$ cat config.mk
export PLATFORM = sky130hd
export DESIGN_NAME = cbs_tile_scheduler
export DESIGN_NICKNAME = d
export VERILOG_FILES = /design/src/rtl/cbs_tile_scheduler.sv
export SDC_FILE = /design/constraint.sdc
export NUM_CORES = 1
export LEC_CHECK = 0
export ABC_AREA = 1
export CAP_MARGIN = 20
export CORE_MARGIN = 3
export CORE_UTILIZATION = 55
export DETAILED_ROUTE_END_ITERATION = 16
export PLACE_DENSITY = 0.87
export SLEW_MARGIN = 5
export SYNTH_ARGS = -nofsm -noshare
export SYNTH_HDL_FRONTEND = slang
export SYNTH_SLANG_ARGS = --single-unit
export TNS_END_PERCENT = 1
$ cat constraint.sdc
create_clock -name clk_i -period 3.1 [get_ports clk_i]
set_input_delay 0.31 -clock clk_i [delete_from_list [all_inputs] [get_ports clk_i]]
set_output_delay 0.31 -clock clk_i [all_outputs]
set_load 0.05 [all_outputs]
$ cat src/rtl/cbs_tile_scheduler.sv
// CBS tile scheduler: walks one conv->BN->SiLU layer over filter groups (outer loop)
// and image tiles (inner loop). It fetches each filter bank once per group and each
// image tile once per tile, pulses the engine, waits for the result under a watchdog,
// and hands each result to writeback before moving on.
module cbs_tile_scheduler #(
    parameter int TILE_CW     = 8,
    parameter int GRP_CW      = 4,
    parameter int CLEAR_CYC   = 2,
    parameter int TIMEOUT_CW  = 16,
    parameter int ENG_TIMEOUT = 10000
) (
    input  logic               clk_i,
    input  logic               reset_i,
    input  logic               start_i,
    input  logic [TILE_CW-1:0] cfg_num_tiles_i,
    input  logic [GRP_CW-1:0]  cfg_num_groups_i,
    output logic               busy_o,
    output logic               done_o,
    output logic               err_o,
    output logic               w_req_o,
    output logic [GRP_CW-1:0]  w_grp_idx_o,
    input  logic               w_ack_i,
    output logic               x_req_o,
    output logic [TILE_CW-1:0] x_tile_idx_o,
    input  logic               x_ack_i,
    output logic               eng_clear_o,
    output logic               eng_start_o,
    input  logic               eng_done_i,
    output logic               out_valid_o,
    input  logic               out_ready_i
);

    // Wide enough to hold CLEAR_CYC-1 even when CLEAR_CYC is 1.
    localparam int CLR_CW = (CLEAR_CYC > 1) ? $clog2(CLEAR_CYC) : 1;

    typedef enum logic [2:0] {
        ST_IDLE,
        ST_LOAD_W,
        ST_LOAD_X,
        ST_CLEAR,
        ST_RUN,
        ST_WAIT,
        ST_DRAIN,
        ST_FIN
    } state_e;

    state_e                state_q, state_d;
    logic [TILE_CW-1:0]    num_tiles_q, num_tiles_d;
    logic [GRP_CW-1:0]     num_groups_q, num_groups_d;
    logic [TILE_CW-1:0]    tile_q, tile_d;
    logic [GRP_CW-1:0]     grp_q, grp_d;
    logic [CLR_CW-1:0]     clr_cnt_q, clr_cnt_d;
    logic [TIMEOUT_CW-1:0] wdog_q, wdog_d;
    logic                  err_q, err_d;

    logic last_tile;
    logic last_grp;

    assign last_tile = (tile_q == num_tiles_q - TILE_CW'(1));
    assign last_grp  = (grp_q == num_groups_q - GRP_CW'(1));

    // State and datapath registers; synchronous reset aborts any layer in progress.
    // NOTE: sequential state uses non-blocking (<=) so every register samples the
    // pre-edge value of its neighbours; blocking here would create ordering races.
    always_ff @(posedge clk_i) begin
        if (reset_i) begin
            state_q      <= ST_IDLE;
            num_tiles_q  <= '0;
            num_groups_q <= '0;
            tile_q       <= '0;
            grp_q        <= '0;
            clr_cnt_q    <= '0;
            wdog_q       <= '0;
            err_q        <= 1'b0;
        end else begin
            state_q      <= state_d;
            num_tiles_q  <= num_tiles_d;
            num_groups_q <= num_groups_d;
            tile_q       <= tile_d;
            grp_q        <= grp_d;
            clr_cnt_q    <= clr_cnt_d;
            wdog_q       <= wdog_d;
            err_q        <= err_d;
        end
    end

    // Next-state logic and Moore outputs decoded from the current state.
    // NOTE: every signal driven here gets a default first, so no path can leave a
    // value unassigned and infer a latch.
    always_comb begin
        state_d      = state_q;
        num_tiles_d  = num_tiles_q;
        num_groups_d = num_groups_q;
        tile_d       = tile_q;
        grp_d        = grp_q;
        clr_cnt_d    = clr_cnt_q;
        wdog_d       = wdog_q;
        err_d        = err_q;

        busy_o      = (state_q != ST_IDLE);
        done_o      = 1'b0;
        w_req_o     = 1'b0;
        x_req_o     = 1'b0;
        eng_clear_o = 1'b0;
        eng_start_o = 1'b0;
        out_valid_o = 1'b0;

        unique case (state_q)
            ST_IDLE: begin
                eng_clear_o = 1'b1;
                if (start_i) begin
                    num_tiles_d  = cfg_num_tiles_i;
                    num_groups_d = cfg_num_groups_i;
                    err_d        = 1'b0;
                    tile_d       = '0;
                    grp_d        = '0;
                    // An empty layer still produces a done pulse, just with no work.
                    if (cfg_num_tiles_i == '0 || cfg_num_groups_i == '0) begin
                        state_d = ST_FIN;
                    end else begin
                        state_d = ST_LOAD_W;
                    end
                end
            end

            ST_LOAD_W: begin
                w_req_o = 1'b1;
                if (w_ack_i) begin
                    state_d = ST_LOAD_X;
                end
            end

            ST_LOAD_X: begin
                x_req_o = 1'b1;
                if (x_ack_i) begin
                    clr_cnt_d = '0;
                    state_d   = ST_CLEAR;
                end
            end

            ST_CLEAR: begin
                eng_clear_o = 1'b1;
                if (clr_cnt_q == CLR_CW'(CLEAR_CYC - 1)) begin
                    state_d = ST_RUN;
                end else begin
                    clr_cnt_d = clr_cnt_q + CLR_CW'(1);
                end
            end

            ST_RUN: begin
                eng_start_o = 1'b1;
                wdog_d      = '0;
                state_d     = ST_WAIT;
            end

            ST_WAIT: begin
                // A result arriving on the final watchdog cycle still counts.
                if (eng_done_i) begin
                    state_d = ST_DRAIN;
                end else if (wdog_q == TIMEOUT_CW'(ENG_TIMEOUT - 1)) begin
                    err_d   = 1'b1;
                    state_d = ST_FIN;
                end else begin
                    wdog_d = wdog_q + TIMEOUT_CW'(1);
                end
            end

            ST_DRAIN: begin
                out_valid_o = 1'b1;
                if (out_ready_i) begin
                    if (!last_tile) begin
                        tile_d  = tile_q + TILE_CW'(1);
                        state_d = ST_LOAD_X;
                    end else begin
                        tile_d = '0;
                        if (!last_grp) begin
                            grp_d   = grp_q + GRP_CW'(1);
                            state_d = ST_LOAD_W;
                        end else begin
                            state_d = ST_FIN;
                        end
                    end
                end
            end

            ST_FIN: begin
                done_o  = 1'b1;
                state_d = ST_IDLE;
            end

            default: begin
                state_d = ST_IDLE;
            end
        endcase
    end

    assign err_o        = err_q;
    assign w_grp_idx_o  = grp_q;
    assign x_tile_idx_o = tile_q;

endmodule

==> results_tabular.tex, run 1 <==
\begin{tabular}{lr}
\hline
Metric & Value \\
\hline
\multicolumn{2}{l}{\textbf{Job}} \\
\quad Number of maximum-capacitance constraint violations & 0 \\
\multicolumn{2}{l}{\textbf{Layout}} \\
\quad Final nets & 461 \\
\quad Most common cell after layout, fill and taps aside & sky130\_fd\_sc\_hd\_\_nand2\_1 \\
\quad Fraction of layout cells with a size suffix above 1 & 7.99\% \\
\quad Growth of design area from synthesis to finish & 19.8\% \\
\quad Antenna diode count & 0 \\
\quad Commonest cells after routing, fill and taps aside & sky130\_fd\_sc\_hd\_\_nand2\_1 (79), sky130\_fd\_sc\_hd\_\_dfxtp\_1 (45), sky130\_fd\_sc\_hd\_\_nor2\_1 (44) \\
\multicolumn{2}{l}{\textbf{Floorplan}} \\
\quad Io pins & 39 \\
\quad Initial standard-cell utilization of the core & 57.6\% \\
\quad Die Footprint & about 6000 um\^{}2 \\
\quad Overall die height & approximately 77 um \\
\quad Width of the chip & between 70 and 80 um \\
\quad Placeable core region & 4750 um\^{}2 \\
\quad Number of placement rows & 25 \\
\multicolumn{2}{l}{\textbf{Timing}} \\
\quad Max Slew Vio Count & 0 \\
\quad Relative max-transition margin & 65.8\% \\
\quad Final number of setup-violating endpoints & 0 \\
\quad Final worst clock skew & 8.05 ps \\
\quad Final number of hold-violating endpoints & 0 \\
\quad Post-route minimum period & 2490 ps \\
\quad Slew at the pin closest to its max-slew limit & 511 ps \\
\quad Unrepaired setup endpoints after global routing & no \\
\quad Final period util & 80.2\% \\
\quad Maximum achievable frequency & 402 MHz \\
\quad Accumulated negative setup slack & 0 ps \\
\multicolumn{2}{l}{\textbf{Worst setup path}} \\
\quad Longest individual stage delay on the worst path & 870 ps \\
\quad Classification of the worst setup path & register to output pin \\
\quad Sort of element at the end of the critical path & output pin \\
\quad Worst Reg-to-Reg Cells & 13 \\
\quad Req. time, crit path & between 2000 and 3000 ps \\
\quad Reg-to-Reg Start & num\_tiles\_q[0] \\
\quad CP Depth & 3 \\
\quad Arrival time worst endpoint & between 2000 and 2500 ps \\
\quad Cell type group with the largest total delay on the critical path & buffers and inverters \\
\quad CP Max Fanout & 8 \\
\quad CP max stage cell & sky130\_fd\_sc\_hd\_\_clkdlybuf4s50\_1 \\
\quad Cell-by-cell listing of the critical path & inv\_2 > nor2\_1 > clkdlybuf4s50\_1 \\
\quad Reg2reg setup slack & slightly below 1000 ps \\
\quad Critical R2R Capture & x\_tile\_idx\_o[7] \\
\quad Worst path buffer plus inverter count & 2 \\
\quad Nature of the critical path startpoint & register \\
\multicolumn{2}{l}{\textbf{Global routing}} \\
\quad Initial antenna violation count & 0 \\
\quad Global-route wire length before repair & 11600 um \\
\quad Global-route total usage across every layer & 24.1\% \\
\quad Grt total ovfl & 0 \\
\quad Via count of the first global-routing pass & 2635 \\
\quad Pin count of the biggest net entering global routing & 25 \\
\multicolumn{2}{l}{\textbf{Power and ir drop}} \\
\quad NetSw & between 1 and 1.5 mW \\
\quad Peak ir drop on the vdd network & 346 uV \\
\quad Cell Pwr Density & roughly 760 nW/um\^{}2 \\
\quad Logic pwr share & 50.4\% \\
\quad Portion of total power attributed to sequential cells & 31.1\% \\
\quad Overall power & 2.50 mW \\
\quad Standby leakage power & 1.27 nW \\
\quad Clk pwr share & 18.5\% \\
\quad Cell-internal power & around 1.4 mW \\
\quad Fraction of power spent switching nets & 45.8\% \\
\multicolumn{2}{l}{\textbf{Synth}} \\
\quad Mapped cell area & 2740 um\^{}2 \\
\quad Share of synthesized area occupied by flip-flops and latches & between 30\% and 40\% \\
\quad Average footprint of a synthesized cell & 6.86 um\^{}2 \\
\quad Number of warnings printed during yosys synthesis & 0 \\
\quad \#FFs+latches synth & 45 \\
\quad Distinct cell type count of the synthesized netlist & 32 \\
\quad Total nets after synthesis & 423 \\
\quad Gate count of the mapped netlist & 399 \\
\multicolumn{2}{l}{\textbf{Hold path}} \\
\quad Worst hold-check path type & register to register \\
\quad Endpoint with the worst hold slack & clr\_cnt\_q \\
\quad Count of cells along the worst hold path & 2 \\
\quad Worst Min Path Start & clr\_cnt\_q \\
\multicolumn{2}{l}{\textbf{Detailed routing}} \\
\quad Pre-Repair DR Iteration Count & 4 \\
\quad Highest Signal Layer & met4 \\
\quad Drt total wl & between 6000 and 7000 um \\
\quad Number of design-rule violations left by the first detailed-router iteration & 174 \\
\quad DR vias/cell & 5.52 \\
\quad Met1 wire length & 2880 um \\
\quad Met3 routed WL & $\sim$340 um \\
\quad Number of vias after detailed routing & roughly 2800 \\
\quad Met2 Routed Length & 3380 um \\
\quad Average detailed-routed wire length per instance & 13.4 um \\
\quad DRC violation count after routing & 0 \\
\quad Antenna viol nets, final & 0 \\
\multicolumn{2}{l}{\textbf{Clocking}} \\
\quad Inserted Clock Buffers & 5 \\
\quad Number of buffers added to fix hold violations after cts & 0 \\
\quad Clock net sink count & 45 \\
\quad Clk Latency, worst-skew pair & around 300 ps \\
\quad Clock tree from TritonCTS & built \\
\quad Clock-pin slew of the registers on the worst-case setup and hold paths & 80 ps \\
\quad Clk root buf & sky130\_fd\_sc\_hd\_\_clkbuf\_8 \\
\quad Longest Clk Path Bufs & 2 \\
\quad Post-CTS sizing & 0 \\
\quad Post-CTS repair timing setup buffer count & 0 \\
\quad Depth of the CTS H-tree & 2 \\
\multicolumn{2}{l}{\textbf{Run status}} \\
\quad Outcome & finished, final reports clean \\
\multicolumn{2}{l}{\textbf{Placement}} \\
\quad Placer's final routability congestion estimate & 0.987 \\
\quad DPL Wire Length & 5240 um \\
\quad Quantity of I/O buffers inserted on ports & 38 \\
\hline
\end{tabular}
logic make-up after synthesis:
family | synth area share [%]
flops | 32.9
buf+inv | 7.96
fa+ha+maj | 2.29
xor+xnor | 7.68
compound gates | 11.4
simple gates | 37.8
power by group through the flow:
stage	Clock, mW	Sequential, mW	Combinational (mW)
after floorplan	0	0.813	0.933
after global routing	0.491	0.794	1.40
after global placement	0	0.787	1.22
after CTS	0.474	0.777	1.26
after detailed placement	0	0.790	1.25
final	0.463	0.778	1.26
per-layer routing:
layer | up-vias | track usage (%)
li1 | 1387 | -
met4 | 0 | 11.2
met2 | 93 | 42.6
met3 | 18 | 5.20
met1 | 1289 | 27.6
met5 | - | 0
flip-flops by register name (all words and copies together) (netlist names):
name,cells
clr_cnt_q,1
state_q,3
wdog_q,16
w_grp_idx_o,4
num_tiles_q,8
err_o,1
x_tile_idx_o,8
num_groups_q,4
final cells by class:
type	count	area, um^2
inverters	46	173
multi-input cells	300	1620
clock buffers	7	86.3
well taps	67	83.8
fillers	412	1480
flip-flops and latches	45	901
clock inverters	1	30.0
repair buffers	39	388
worst max-delay path by stage:
stage	startpoint	end	slack, ps
after floorplan	state_q[2]	wdog_q[0]	1180
after global placement	state_q[2]	eng_start_o	1010
after detailed placement	state_q[2]	eng_start_o	950
after CTS	state_q[2]	eng_start_o	610
after global routing	state_q[2]	out_valid_o	530
final	state_q[2]	eng_start_o	610
through the flow:
| step | std cells | area (um^2) | util [%] | hold WS [ps] | setup slack [ps] |
|---|---|---|---|---|---|
| CTS | 505 | 3280 | 69.0 | 476 | 611 |
| floorplan | 399 | 2740 | - | 439 | 1180 |
| global route | 505 | 3280 | 69.0 | 510 | 530 |
| detailed placement | 497 | 3160 | 66.5 | 464 | 951 |
| global placement | 497 | 3160 | 66.5 | 454 | 1010 |
| finish | 505 | 3280 | 69.0 | 472 | 615 |
tightest hold or removal path, stage by stage (launching register included):
cell and delay [ps]:
sky130_fd_sc_hd__dfxtp_1 320, sky130_fd_sc_hd__nand2_1 60, sky130_fd_sc_hd__a21oi_1 50
cells in the mapped netlist (all sizes together):
library cell	instances	share of area, %
inv	46	6.3
ha	5	2.3
o21ai	15	2.7
nor4	6	1.4
clkbuf	5	0.69
nand4	14	3.2
nor2	52	8.9
xnor2	9	2.9
buf	3	0.96
o211ai	1	0.27
a211oi	1	0.27
and2	1	0.32
nand3	35	6.6
nor3	11	2.2
or2	1	0.23
nand2	87	13
nor3b	3	1.2
nand3b	2	0.55
xor2	15	4.8
a21oi	42	8.1
dfxtp	45	33
Note: power is estimated with default switching activity, not from simulation.
==> run 2, diff against run 1 <==
--- a/config.mk
+++ b/config.mk
@@ -8,9 +8,9 @@
 export ABC_AREA = 1
 export CAP_MARGIN = 20
 export CORE_MARGIN = 3
-export CORE_UTILIZATION = 55
+export CORE_UTILIZATION = 49
 export DETAILED_ROUTE_END_ITERATION = 16
-export PLACE_DENSITY = 0.87
+export PLACE_DENSITY = 0.83
 export SLEW_MARGIN = 5
 export SYNTH_ARGS = -nofsm -noshare
 export SYNTH_HDL_FRONTEND = slang
==> constraint.sdc (replaced) <==
create_clock -name clk_i -period 2.25 [get_ports clk_i]
set_input_delay 0.225 -clock clk_i [delete_from_list [all_inputs] [get_ports clk_i]]
set_output_delay 0.225 -clock clk_i [all_outputs]
set_load 0.05 [all_outputs]
==> run 2 against run 1 <==
Effect of this change:
- sequential power is 39% higher
- cell count rose by 1.4%
- critical path depth up 1
- clock power increased by 21%
- clock skew up 7.2 ps
- worst setup slack lost 450 ps
- sequential share of layout area shrank 0.13 points
- first-iteration DRC count increased by 20%
==> results_tabular.tex, run 2 (synthesis results as in run 1) <==
\begin{tabular}{lr}
\hline
Metric & Value \\
\hline
\multicolumn{2}{l}{\textbf{Worst setup path}} \\
\quad Cell-by-cell listing of the critical path & inv\_2 > nand3\_1 > inv\_1 > clkdlybuf4s50\_1 (was inv\_2 > nor2\_1 > clkdlybuf4s50\_1) \\
\quad Reg-to-Reg Start & num\_tiles\_q[0] (unchanged) \\
\quad CP Max Fanout & 8 (unchanged) \\
\quad CP max stage cell & sky130\_fd\_sc\_hd\_\_clkdlybuf4s50\_1 (unchanged) \\
\quad Classification of the worst setup path & register to output pin (unchanged) \\
\quad Arrival time worst endpoint & 1860 ps (was 2180 ps) \\
\quad Sort of element at the end of the critical path & output pin (unchanged) \\
\quad Worst setup path end & x\_req\_o (was eng\_start\_o) \\
\quad Nature of the critical path startpoint & register (unchanged) \\
\quad Longest individual stage delay on the worst path & 800 ps (was 870 ps) \\
\quad Req. time, crit path & 2030 ps (was 2790 ps) \\
\quad Cell type group with the largest total delay on the critical path & buffers and inverters (unchanged) \\
\quad Worst Reg-to-Reg Cells & 14 (was 13) \\
\quad Critical R2R Capture & x\_tile\_idx\_o[7] (unchanged) \\
\quad CP Depth & 4 (was 3) \\
\quad Worst path buffer plus inverter count & 3 (was 2) \\
\quad Reg2reg setup slack & 270 ps (was 970 ps) \\
\quad Launching instance or port of the critical path & state\_q[2] (unchanged) \\
\multicolumn{2}{l}{\textbf{Clocking}} \\
\quad Clock net sink count & 45 (unchanged) \\
\quad Post-CTS sizing & 0 (unchanged) \\
\quad Clock-pin slew of the registers on the worst-case setup and hold paths & 90 ps (was 80 ps) \\
\quad Post-CTS repair timing setup buffer count & 0 (unchanged) \\
\quad Inserted Clock Buffers & 5 (unchanged) \\
\quad Clock tree from TritonCTS & built (unchanged) \\
\quad Clk root buf & sky130\_fd\_sc\_hd\_\_clkbuf\_8 (unchanged) \\
\quad Longest Clk Path Bufs & 2 (unchanged) \\
\quad Clk Latency, worst-skew pair & 300 ps (about the same) \\
\quad Number of buffers added to fix hold violations after cts & 0 (unchanged) \\
\quad Depth of the CTS H-tree & 2 (unchanged) \\
\multicolumn{2}{l}{\textbf{Placement}} \\
\quad Quantity of I/O buffers inserted on ports & 38 (unchanged) \\
\quad Setup Slack @ Placement & 250 ps (was 951 ps) \\
\quad DPL Wire Length & 5260 um (was 5240 um) \\
\quad Placer's final routability congestion estimate & 0.944 (was 0.987) \\
\quad Placed Area & 3190 um\^{}2 (was 3160 um\^{}2) \\
\multicolumn{2}{l}{\textbf{Layout}} \\
\quad Growth of design area from synthesis to finish & 20.6\% (was 19.8\%) \\
\quad Final nets & 465 (was 461) \\
\quad Antenna diode count & 0 (unchanged) \\
\quad Fraction of layout cells with a size suffix above 1 & 10.4\% (was 7.99\%) \\
\quad Fin area & 3300 um\^{}2 (was 3280 um\^{}2) \\
\quad Number of flip-flops in the largest register & 16 (unchanged) \\
\quad Commonest cells after routing, fill and taps aside & sky130\_fd\_sc\_hd\_\_nand2\_1 (79), sky130\_fd\_sc\_hd\_\_dfxtp\_1 (44), sky130\_fd\_sc\_hd\_\_nor2\_1 (43) (was sky130\_fd\_sc\_hd\_\_nand2\_1 (79), sky130\_fd\_sc\_hd\_\_dfxtp\_1 (45), sky130\_fd\_sc\_hd\_\_nor2\_1 (44)) \\
\quad Most common cell after layout, fill and taps aside & sky130\_fd\_sc\_hd\_\_nand2\_1 (unchanged) \\
\quad Share of the core filled with cells & 63.0\% (was 69.0\%) \\
\quad Register name with the most flops & wdog\_q (unchanged) \\
\multicolumn{2}{l}{\textbf{Global routing}} \\
\quad Global-route wire length before repair & 11800 um (was 11600 um) \\
\quad Global-route total usage across every layer & 22.9\% (was 24.1\%) \\
\quad Grt total ovfl & 0 (unchanged) \\
\quad Via count of the first global-routing pass & 2603 (was 2635) \\
\quad Pin count of the biggest net entering global routing & 24 (was 25) \\
\quad Initial antenna violation count & 0 (unchanged) \\
\multicolumn{2}{l}{\textbf{Detailed routing}} \\
\quad Drt total wl & 6980 um (was 6780 um) \\
\quad Antenna viol nets, final & 0 (unchanged) \\
\quad Number of design-rule violations left by the first detailed-router iteration & 209 (was 174) \\
\quad DR vias/cell & 5.43 (was 5.52) \\
\quad Average detailed-routed wire length per instance & 13.6 um (was 13.4 um) \\
\quad Pre-Repair DR Iteration Count & 5 (was 4) \\
\quad Number of vias after detailed routing & 2782 (was 2787) \\
\quad DRC violation count after routing & 0 (unchanged) \\
\multicolumn{2}{l}{\textbf{Timing}} \\
\quad Final number of setup-violating endpoints & 0 (unchanged) \\
\quad Unrepaired setup endpoints after global routing & no (unchanged) \\
\quad Final period util & 92.8\% \\
\quad Post-route minimum period & about 2100 ps \\
\quad Setup slack after layout & 161 ps (was 615 ps) \\
\quad Final worst clock skew & 15.2 ps (was 8.05 ps) \\
\quad Accumulated negative setup slack & 0 ps (unchanged) \\
\quad Slew at the pin closest to its max-slew limit & 509 ps (was 511 ps) \\
\quad Relative max-transition margin & 65.9\% (was 65.8\%) \\
\quad Final number of hold-violating endpoints & 0 (unchanged) \\
\quad Max Slew Vio Count & 0 (unchanged) \\
\quad Maximum achievable frequency & roughly 480 MHz \\
\multicolumn{2}{l}{\textbf{Hold path}} \\
\quad Worst Min Path Start & clr\_cnt\_q (unchanged) \\
\quad Worst hold-check path type & register to register (unchanged) \\
\multicolumn{2}{l}{\textbf{Job}} \\
\quad Number of maximum-capacitance constraint violations & 0 (unchanged) \\
\multicolumn{2}{l}{\textbf{Run status}} \\
\quad Outcome & finished, final reports clean (unchanged) \\
\multicolumn{2}{l}{\textbf{Power and ir drop}} \\
\quad Cell Pwr Density & 1030 nW/um\^{}2 (was 762 nW/um\^{}2) \\
\quad Logic pwr share & 51.6\% (was 50.4\%) \\
\quad Cell-internal power & 1.80 mW (was 1.36 mW) \\
\quad Portion of total power attributed to sequential cells & 31.8\% (was 31.1\%) \\
\quad NetSw & 1.60 mW (was 1.15 mW) \\
\quad Peak ir drop on the vdd network & 656 uV (was 346 uV) \\
\quad Clk pwr share & 16.5\% (was 18.5\%) \\
\quad Fraction of power spent switching nets & 47.0\% (was 45.8\%) \\
\quad Standby leakage power & 1.30 nW (was 1.27 nW) \\
\multicolumn{2}{l}{\textbf{Floorplan}} \\
\quad Die Footprint & 6520 um\^{}2 (was 5860 um\^{}2) \\
\quad Width of the chip & 80.7 um (was 76.5 um) \\
\quad Placeable core region & 5240 um\^{}2 (was 4750 um\^{}2) \\
\quad Overall die height & 80.7 um (was 76.5 um) \\
\quad Initial standard-cell utilization of the core & 52.2\% (was 57.6\%) \\
\quad Number of placement rows & 26 (was 25) \\
\quad Io pins & 39 (unchanged) \\
\hline
\end{tabular}
[run 2: worst min-delay path, delay by kind of cell (launching register included)]
family | cells | cell delay, ps
AND/OR/NAND/NOR | 1 | 60
flip-flops | 1 | 320
AO/OA/AOI/OAI | 1 | 50
[run 2: worst min path at each step]
stage | to | slack (ps) | depth (start not counted)
finish | clr_cnt_q | 470 | 2
CTS | clr_cnt_q | 470 | 2
global placement | clr_cnt_q | 450 | 2
detailed placement | clr_cnt_q | 460 | 2
global route | clr_cnt_q | 490 | 2
floorplan | num_groups_q[3] | 390 | 2
[run 2: routing by layer]
layer  up-vias  share of wire, %  global-route usage [%]
li1       1394                 -                       -
met1      1281                42                    28.5
met2        92                50                    40.4
met3        15               6.0                    4.55
met4         0               1.6                    6.25
met5         -                 0                       0
[run 2: through the flow]
step | power [mW] | hold WS, ps | std cells
after floorplan | 2.41 | 389 | 399
after global placement | 2.79 | 449 | 504
after detailed placement | 2.83 | 458 | 504
after CTS | 3.38 | 471 | 512
after global routing | 3.65 | 494 | 512
final | 3.40 | 469 | 512
[run 2: final cells by class]
| class | count | area [um^2] |
|---|---|---|
| fill | 464 | 1940 |
| multi-input combinational | 300 | 1630 |
| sequential | 45 | 902 |
| timing repair buffer | 43 | 410 |
| inverter | 46 | 173 |
| clock buffer | 7 | 96.3 |
| tap | 70 | 87.6 |
| clock inverter | 1 | 5.00 |
[run 2: power groups by stage]
stage / Sequential, mW / Combinational, mW / Clock (mW)
finish: 1.08 / 1.75 / 0.562
global route: 1.10 / 1.96 / 0.594
CTS: 1.08 / 1.74 / 0.566
detailed placement: 1.09 / 1.73 / 0
global placement: 1.08 / 1.70 / 0
floorplan: 1.12 / 1.29 / 0
